`config.mk`:
```
export PLATFORM = sky130hd
export DESIGN_NAME = branch_fwd_ctrl
export DESIGN_NICKNAME = d
export VERILOG_FILES = /design/src/rtl/branch_fwd_ctrl.sv
export SDC_FILE = /design/constraint.sdc
export NUM_CORES = 1
export LEC_CHECK = 0
export ABC_AREA = 0
export CAP_MARGIN = 10
export CORE_ASPECT_RATIO = 0.8
export CORE_MARGIN = 2
export CORE_UTILIZATION = 60
export CTS_BUF_LIST = sky130_fd_sc_hd__clkbuf_16
export CTS_CLUSTER_SIZE = 16
export DETAILED_ROUTE_END_ITERATION = 8
export DONT_BUFFER_PORTS = 1
export GPL_TIMING_DRIVEN = 0
export PLACE_DENSITY_LB_ADDON = 0.15
export SLEW_MARGIN = 10
export SYNTH_ARGS = -nofsm -noshare
export SYNTH_HDL_FRONTEND = slang
export SYNTH_SLANG_ARGS = --single-unit
```
`constraint.sdc`:
```
create_clock -name clk -period 4.1 [get_ports clk]
set_input_delay 0.82 -clock clk [delete_from_list [all_inputs] [get_ports clk]]
set_output_delay 0.82 -clock clk [all_outputs]
set_load 0.02 [all_outputs]
```
`src/rtl/branch_fwd_ctrl.sv`:
```
`default_nettype none
// ============================================================================
// Module   : branch_fwd_ctrl
// Purpose  : Forwarding and load-hazard controller for the ID-stage branch
//            comparator of a 5-stage MIPS pipeline. It keeps a three-entry
//            shadow of the destinations in EX, MEM and WB. It produces the
//            operand select codes and a stall request.
// Ports    : clk, rst_n (sync, active-low)
//            id_valid, id_is_branch, id_uses_rt, id_rs, id_rt, id_dst,
//            id_we, id_is_load      - ID-stage instruction description
//            cmpsrc_a, cmpsrc_b     - 00 regfile, 01 ID/EX, 10 EX/MEM, 11 MEM/WB
//            stall                  - freeze PC and IF/ID, bubble into EX
//            BRANCH_FWD_STATS_EN adds: stats_clr, stall_cycles, fwd_events
// Revision : 1.0 - initial release
// ============================================================================
module branch_fwd_ctrl #(
   parameter int REG_W    = 5,
   parameter int ZERO_REG = 0
) (
   input  logic             clk,
   input  logic             rst_n,
   input  logic             id_valid,
   input  logic             id_is_branch,
   input  logic             id_uses_rt,
   input  logic [REG_W-1:0] id_rs,
   input  logic [REG_W-1:0] id_rt,
   input  logic [REG_W-1:0] id_dst,
   input  logic             id_we,
   input  logic             id_is_load,
`ifdef BRANCH_FWD_STATS_EN
   input  logic             stats_clr,
   output logic [15:0]      stall_cycles,
   output logic [15:0]      fwd_events,
`endif
   output logic [1:0]       cmpsrc_a,
   output logic [1:0]       cmpsrc_b,
   output logic             stall
);

   localparam logic [REG_W-1:0] ZERO_IDX  = REG_W'(ZERO_REG);

   localparam logic [1:0]       SEL_RF    = 2'b00;
   localparam logic [1:0]       SEL_IDEX  = 2'b01;
   localparam logic [1:0]       SEL_EXMEM = 2'b10;
   localparam logic [1:0]       SEL_MEMWB = 2'b11;

   localparam logic [1:0]       S_RUN     = 2'd0;
   localparam logic [1:0]       S_STALL1  = 2'd1;
   localparam logic [1:0]       S_STALL2  = 2'd2;

   // Shadow pipeline entries {dst, we, load}
   logic [REG_W-1:0] ex_dst_q, mem_dst_q, wb_dst_q;
   logic             ex_we_q,  mem_we_q,  wb_we_q;
   logic             ex_ld_q,  mem_ld_q,  wb_ld_q;
   logic [REG_W-1:0] ex_dst_d;
   logic             ex_we_d, ex_ld_d;

   logic [1:0]       state_q, state_d;
   logic [1:0]       w_state;
   logic             w_stall;
   logic             w_issue;
   logic             w_br;

   // Operand 0 is rs (A), operand 1 is rt (B)
   logic [1:0][REG_W-1:0] w_opnd;
   logic [1:0][1:0]       w_sel;
   logic [1:0]            w_haz_ex;
   logic [1:0]            w_haz_mem;
   logic [1:0]            w_live;
   logic                  w_hz_ex_any;
   logic                  w_hz_mem_any;
   logic                  w_haz_rule;

   assign w_opnd[0] = id_rs;
   assign w_opnd[1] = id_rt;

   for (genvar g = 0; g < 2; g++) begin : g_opnd
      logic w_nz, w_m_ex, w_m_mem, w_m_wb;
      assign w_nz    = (w_opnd[g] != ZERO_IDX);
      assign w_m_ex  = w_nz & ex_we_q  & (ex_dst_q  == w_opnd[g]);
      assign w_m_mem = w_nz & mem_we_q & (mem_dst_q == w_opnd[g]);
      assign w_m_wb  = w_nz & wb_we_q  & (wb_dst_q  == w_opnd[g]);
      // A load in EX/MEM has no data yet: it shadows older producers and
      // shows up as a hazard instead of a select.
      assign w_haz_ex[g]  = w_m_ex  & ex_ld_q;
      assign w_haz_mem[g] = w_m_mem & mem_ld_q;
      assign w_sel[g] = (w_m_ex  & ~ex_ld_q)  ? SEL_IDEX  :
                        (w_m_mem & ~mem_ld_q) ? SEL_EXMEM :
                        w_m_wb                ? SEL_MEMWB : SEL_RF;
   end

   assign w_br         = id_valid & id_is_branch;
   assign w_live       = {id_uses_rt, 1'b1};
   assign w_hz_ex_any  = w_br & |(w_haz_ex  & w_live);
   assign w_hz_mem_any = w_br & |(w_haz_mem & w_live);
   assign w_haz_rule   = w_hz_ex_any | w_hz_mem_any;

   // ------------------------------------------------------------------------
   // Hazard FSM. state_q holds the stall cycles still owed after the current
   // one; in RUN the current state is decided by the live hazard so the
   // stall appears in the same cycle the dependency is seen.
   // ------------------------------------------------------------------------
   always_ff @(posedge clk) begin
      if (!rst_n) state_q <= S_RUN;
      else        state_q <= state_d;
   end

   always_comb begin
      w_state = S_RUN;
      state_d = S_RUN;
      case (state_q)
         S_RUN: begin
            if (w_hz_ex_any)       w_state = S_STALL2;
            else if (w_hz_mem_any) w_state = S_STALL1;
            else                   w_state = S_RUN;
         end
         S_STALL2, S_STALL1: w_state = state_q;
         default:            w_state = S_RUN;
      endcase
      case (w_state)
         S_STALL2: state_d = S_STALL1;
         default:  state_d = S_RUN;
      endcase
   end

   always_comb begin
      w_stall  = (w_state != S_RUN);
      cmpsrc_a = w_sel[0];
      cmpsrc_b = id_uses_rt ? w_sel[1] : SEL_RF;
   end

   assign stall = w_stall;

   // ------------------------------------------------------------------------
   // Shadow pipeline: a stalled or invalid ID slot enters EX as a bubble.
   // ------------------------------------------------------------------------
   assign w_issue  = id_valid & ~w_stall;
   assign ex_dst_d = w_issue ? id_dst     : '0;
   assign ex_we_d  = w_issue & id_we;
   assign ex_ld_d  = w_issue & id_is_load;

   always_ff @(posedge clk) begin
      if (!rst_n) begin
         ex_dst_q  <= '0;
         ex_we_q   <= 1'b0;
         ex_ld_q   <= 1'b0;
         mem_dst_q <= '0;
         mem_we_q  <= 1'b0;
         mem_ld_q  <= 1'b0;
         wb_dst_q  <= '0;
         wb_we_q   <= 1'b0;
         wb_ld_q   <= 1'b0;
      end else begin
         wb_dst_q  <= mem_dst_q;
         wb_we_q   <= mem_we_q;
         wb_ld_q   <= mem_ld_q;
         mem_dst_q <= ex_dst_q;
         mem_we_q  <= ex_we_q;
         mem_ld_q  <= ex_ld_q;
         ex_dst_q  <= ex_dst_d;
         ex_we_q   <= ex_we_d;
         ex_ld_q   <= ex_ld_d;
      end
   end

`ifdef BRANCH_FWD_STATS_EN
   logic [15:0] stall_cnt_q;
   logic [15:0] fwd_cnt_q;
   logic        w_fwd_evt;

   assign w_fwd_evt = w_br & ~w_stall & ((cmpsrc_a != SEL_RF) | (cmpsrc_b != SEL_RF));

   // Clear has priority over a same-cycle increment; counts saturate.
   always_ff @(posedge clk) begin
      if (!rst_n || stats_clr) begin
         stall_cnt_q <= '0;
         fwd_cnt_q   <= '0;
      end else begin
         if (w_stall && (stall_cnt_q != 16'hFFFF)) stall_cnt_q <= stall_cnt_q + 16'd1;
         if (w_fwd_evt && (fwd_cnt_q != 16'hFFFF)) fwd_cnt_q   <= fwd_cnt_q + 16'd1;
      end
   end

   assign stall_cycles = stall_cnt_q;
   assign fwd_events   = fwd_cnt_q;
`else
   logic w_unused;
   assign w_unused = wb_ld_q;
`endif

endmodule
`default_nettype wire

```
==> impl_metrics.py <==
metrics = {
    "layout": {
        "diodes": 0,
        "final_nets": 152,
        "area_growth_pct": 9.13,
        "final_common_cell": "dfxtp_1",
        "num-fill-cells": 153,
        "layout_common_cells": "21 x dfxtp_1, 19 x xor2_1, 14 x and2_1",
        "drive_gt1_share_pct": 9.30,
    },
    "grt": {
        "grt_util_met1_pct": 33.0,
        "overflow": 0,
        "antenna_found_initial": 0,
        "grt_max_degree": 12,
        "grt_pass1_wl_um": 4200,
        "grtUsageMet3_pct": 7.93,
        "grtUsageMet2_pct": 41.0,
        "grtUsageTotal_pct": 25.6,
        "busiest_layer": "met2",
        "grt_pass1_vias": 900,
    },
    "route": {
        "routed_wl_um": 2700,
        "wl_per_cell_um": 17.6,
        "dr.pass1.iters": 4,
        "viasPerCell": 6.10,
        "antenna_left": 0,
        "drc_errors": 0,
        "drt_iter0_markers": 27,
        "vias": 934,
    },
    "critical_path": {
        "critPathMaxFanout": 8,
        "crit_family": "simple AND/OR/NAND/NOR gates",
        "startpoint_type": "input port",
        "cpPeakStageDelay_ps": 460,
        "reg2reg_slack_ps": 2460,
        "crit_required_ps": 3280,
        "crit_buf_inv": 0,
        "worst_ep_arrival_time_ps": 2170,
        "worstSetupPathType": "in -> out",
        "crit_chain": "xnor2_1 -> nand4_1 -> or4_4 -> a21oi_4 -> nand4bb_1",
        "endpoint_kind": "output port",
        "cp_slowest_cell": "or4_4",
    },
    "power_and_ir_drop": {
        "pwr-share-seq_pct": 47.3,
        "power_density_mw_per_mm2": 349,
        "finalPower_uw": 455,
        "vdd_drop_max_v": 0.000330,
        "p_switching_uw": 96.6,
        "power.leakage_nw": 0.485,
        "clkPwrFrac_pct": 45.2,
        "p_int_uw": 358,
        "pwr-share-comb_pct": 7.5,
        "swShare_pct": 21.2,
    },
    "logic_synthesis": {
        "yosysTopAreaCellShare_pct": 35.3,
        "netlist_area_mm2": 0.00119,
        "syn_inst": 125,
        "yosysSeqAreaShare_pct": 35.3,
        "yosys.area.top_type": "dfxtp_1",
        "synth_area_per_cell_um2": 9.54,
        "yosys_warnings": 0,
        "ys_seq_elements": 21,
        "synthTopCellsByArea": "dfxtp_1 35%, xor2_1 14%, xnor2_1 8.1%",
        "syn_nets": 147,
        "synth_cell_types": 29,
    },
    "outcome": {
        "status": "finished clean",
    },
    "clock_network": {
        "clk_path_buf_depth": 2,
        "cts_root_buf": "clkbuf_16",
        "cts_tree": "built",
        "cts_buffers": 3,
        "cts_setup_buffers": 0,
        "cts.clk_slew.worst_paths_ps": 60,
        "ctsHtreeMaxLevel": 1,
        "insertion_delay_ps": 260,
        "cts_sinks": 21,
        "hold_buffers": 0,
        "post_cts_resized": 0,
    },
    "die": {
        "row_count": 14,
        "die_y_um": 43.9,
        "die-area_mm2": 0.00236,
        "die_w_um": 53.8,
        "coreArea_mm2": 0.00187,
        "ios": 27,
        "initial_core_util_pct": 63.6,
    },
    "sta": {
        "worst_pin_slew_ps": 658,
        "final_max_slew_viol_count": 0,
        "period_needed_ps": 2990,
        "slew_headroom_pct": 55.8,
        "max_freq_mhz": 335,
        "hold_violations": 0,
        "tns_ps": 0,
        "fin_crit_sh_pct": 72.9,
        "fin_ws_ps": 1110,
        "setup_viol": 0,
        "rsz0062_at_grt": "false",
        "finClkSkew_ps": 4.14,
    },
    "min_path": {
        "hold_path_class": "reg -> reg",
    },
    "flow_run": {
        "drv_cap": 0,
    },
    "placed_design": {
        "place_congestion": 0.862,
        "port-buffer-count": 0,
        "pre_cts_slack_ps": 1140,
        "dp_hpwl_um": 2000,
    },
}
==> worst register-to-register path, cell delays in order, from the launching register on <==
cell and delay [ps]:
dfxtp_1 330, xor2_1 150, nor4_1 270, and4_1 290
nand3_1 240, nor3b_2 240
==> flip-flops by register name (all words and copies together) (netlist names) <==
| signal | cells |
|---|---|
| mem_dst_q | 5 |
| ex_dst_q | 5 |
| ex_we_q | 1 |
| ex_ld_q | 1 |
| wb_dst_q | 5 |
| mem_ld_q | 1 |
| mem_we_q | 1 |
| state_q | 1 |
| wb_we_q | 1 |
==> cell type report <==
class	instances	area, um^2	area share (%)
clock inverters	1	3.75	0.288
clock buffers	3	75.1	5.77
flip-flops and latches	21	420	32.3
plain buffers	3	18.8	1.44
multi-input cells	101	753	57.9
well taps	24	30.0	2.31
==> path summary, 6_finish.rpt <==
| kind | startpoint | endpoint | cells after the start |
|---|---|---|---|
| max | id_rs[4] | stall | 5 |
| min | ex_we_q | mem_we_q | 1 |
| max reg2reg | ex_dst_q[4] | ex_dst_q[4] | 5 |
| min reg2reg | ex_we_q | mem_we_q | 1 |
==> synthesized netlist by cell type (all sizes together) <==
master   instances
and3             2
and2            14
or3              1
clkbuf           2
nor3             2
o22a             1
nand2b           2
nand4            4
or4              2
nor3b            8
nand3            2
nand3b           1
nand4bb          2
xnor2           11
nand4b           7
and4             2
nand2            7
buf              1
a21boi           1
a21oi            2
o22ai            1
dfxtp           21
nor4             3
nor2             7
xor2            19
==> cells by family after synthesis <==
family / share of synthesized area (%)
flops: 35.3
buf+inv: 1.57
xor+xnor: 22.0
compound gates: 3.67
simple gates: 37.5
==> stage by stage <==
step | cell area (um^2) | hold slack (ps) | instances | utilization (%)
2_1_floorplan | 1190 | 449 | 125 | -
3_3_place_gp | 1220 | 472 | 149 | 65.2
3_5_place_dp | 1220 | 477 | 149 | 65.2
4_1_cts | 1300 | 486 | 153 | 69.4
5_1_grt | 1300 | 509 | 153 | 69.4
6_report | 1300 | 485 | 153 | 69.4
==> power groups by stage <==
stage	logic, mW	clock network [mW]	registers [mW]
floorplan	0.0278	0	0.218
global placement	0.0320	0	0.220
detailed placement	0.0329	0	0.220
CTS	0.0337	0.206	0.215
global route	0.0377	0.214	0.216
finish	0.0341	0.205	0.215
==> routing by layer <==
layer	up-vias	routed length, um
li1	448	-
met1	449	1180
met2	33	1270
met3	4	216
met4	0	34
met5	-	0
Power figures use the tool's default switching activity.
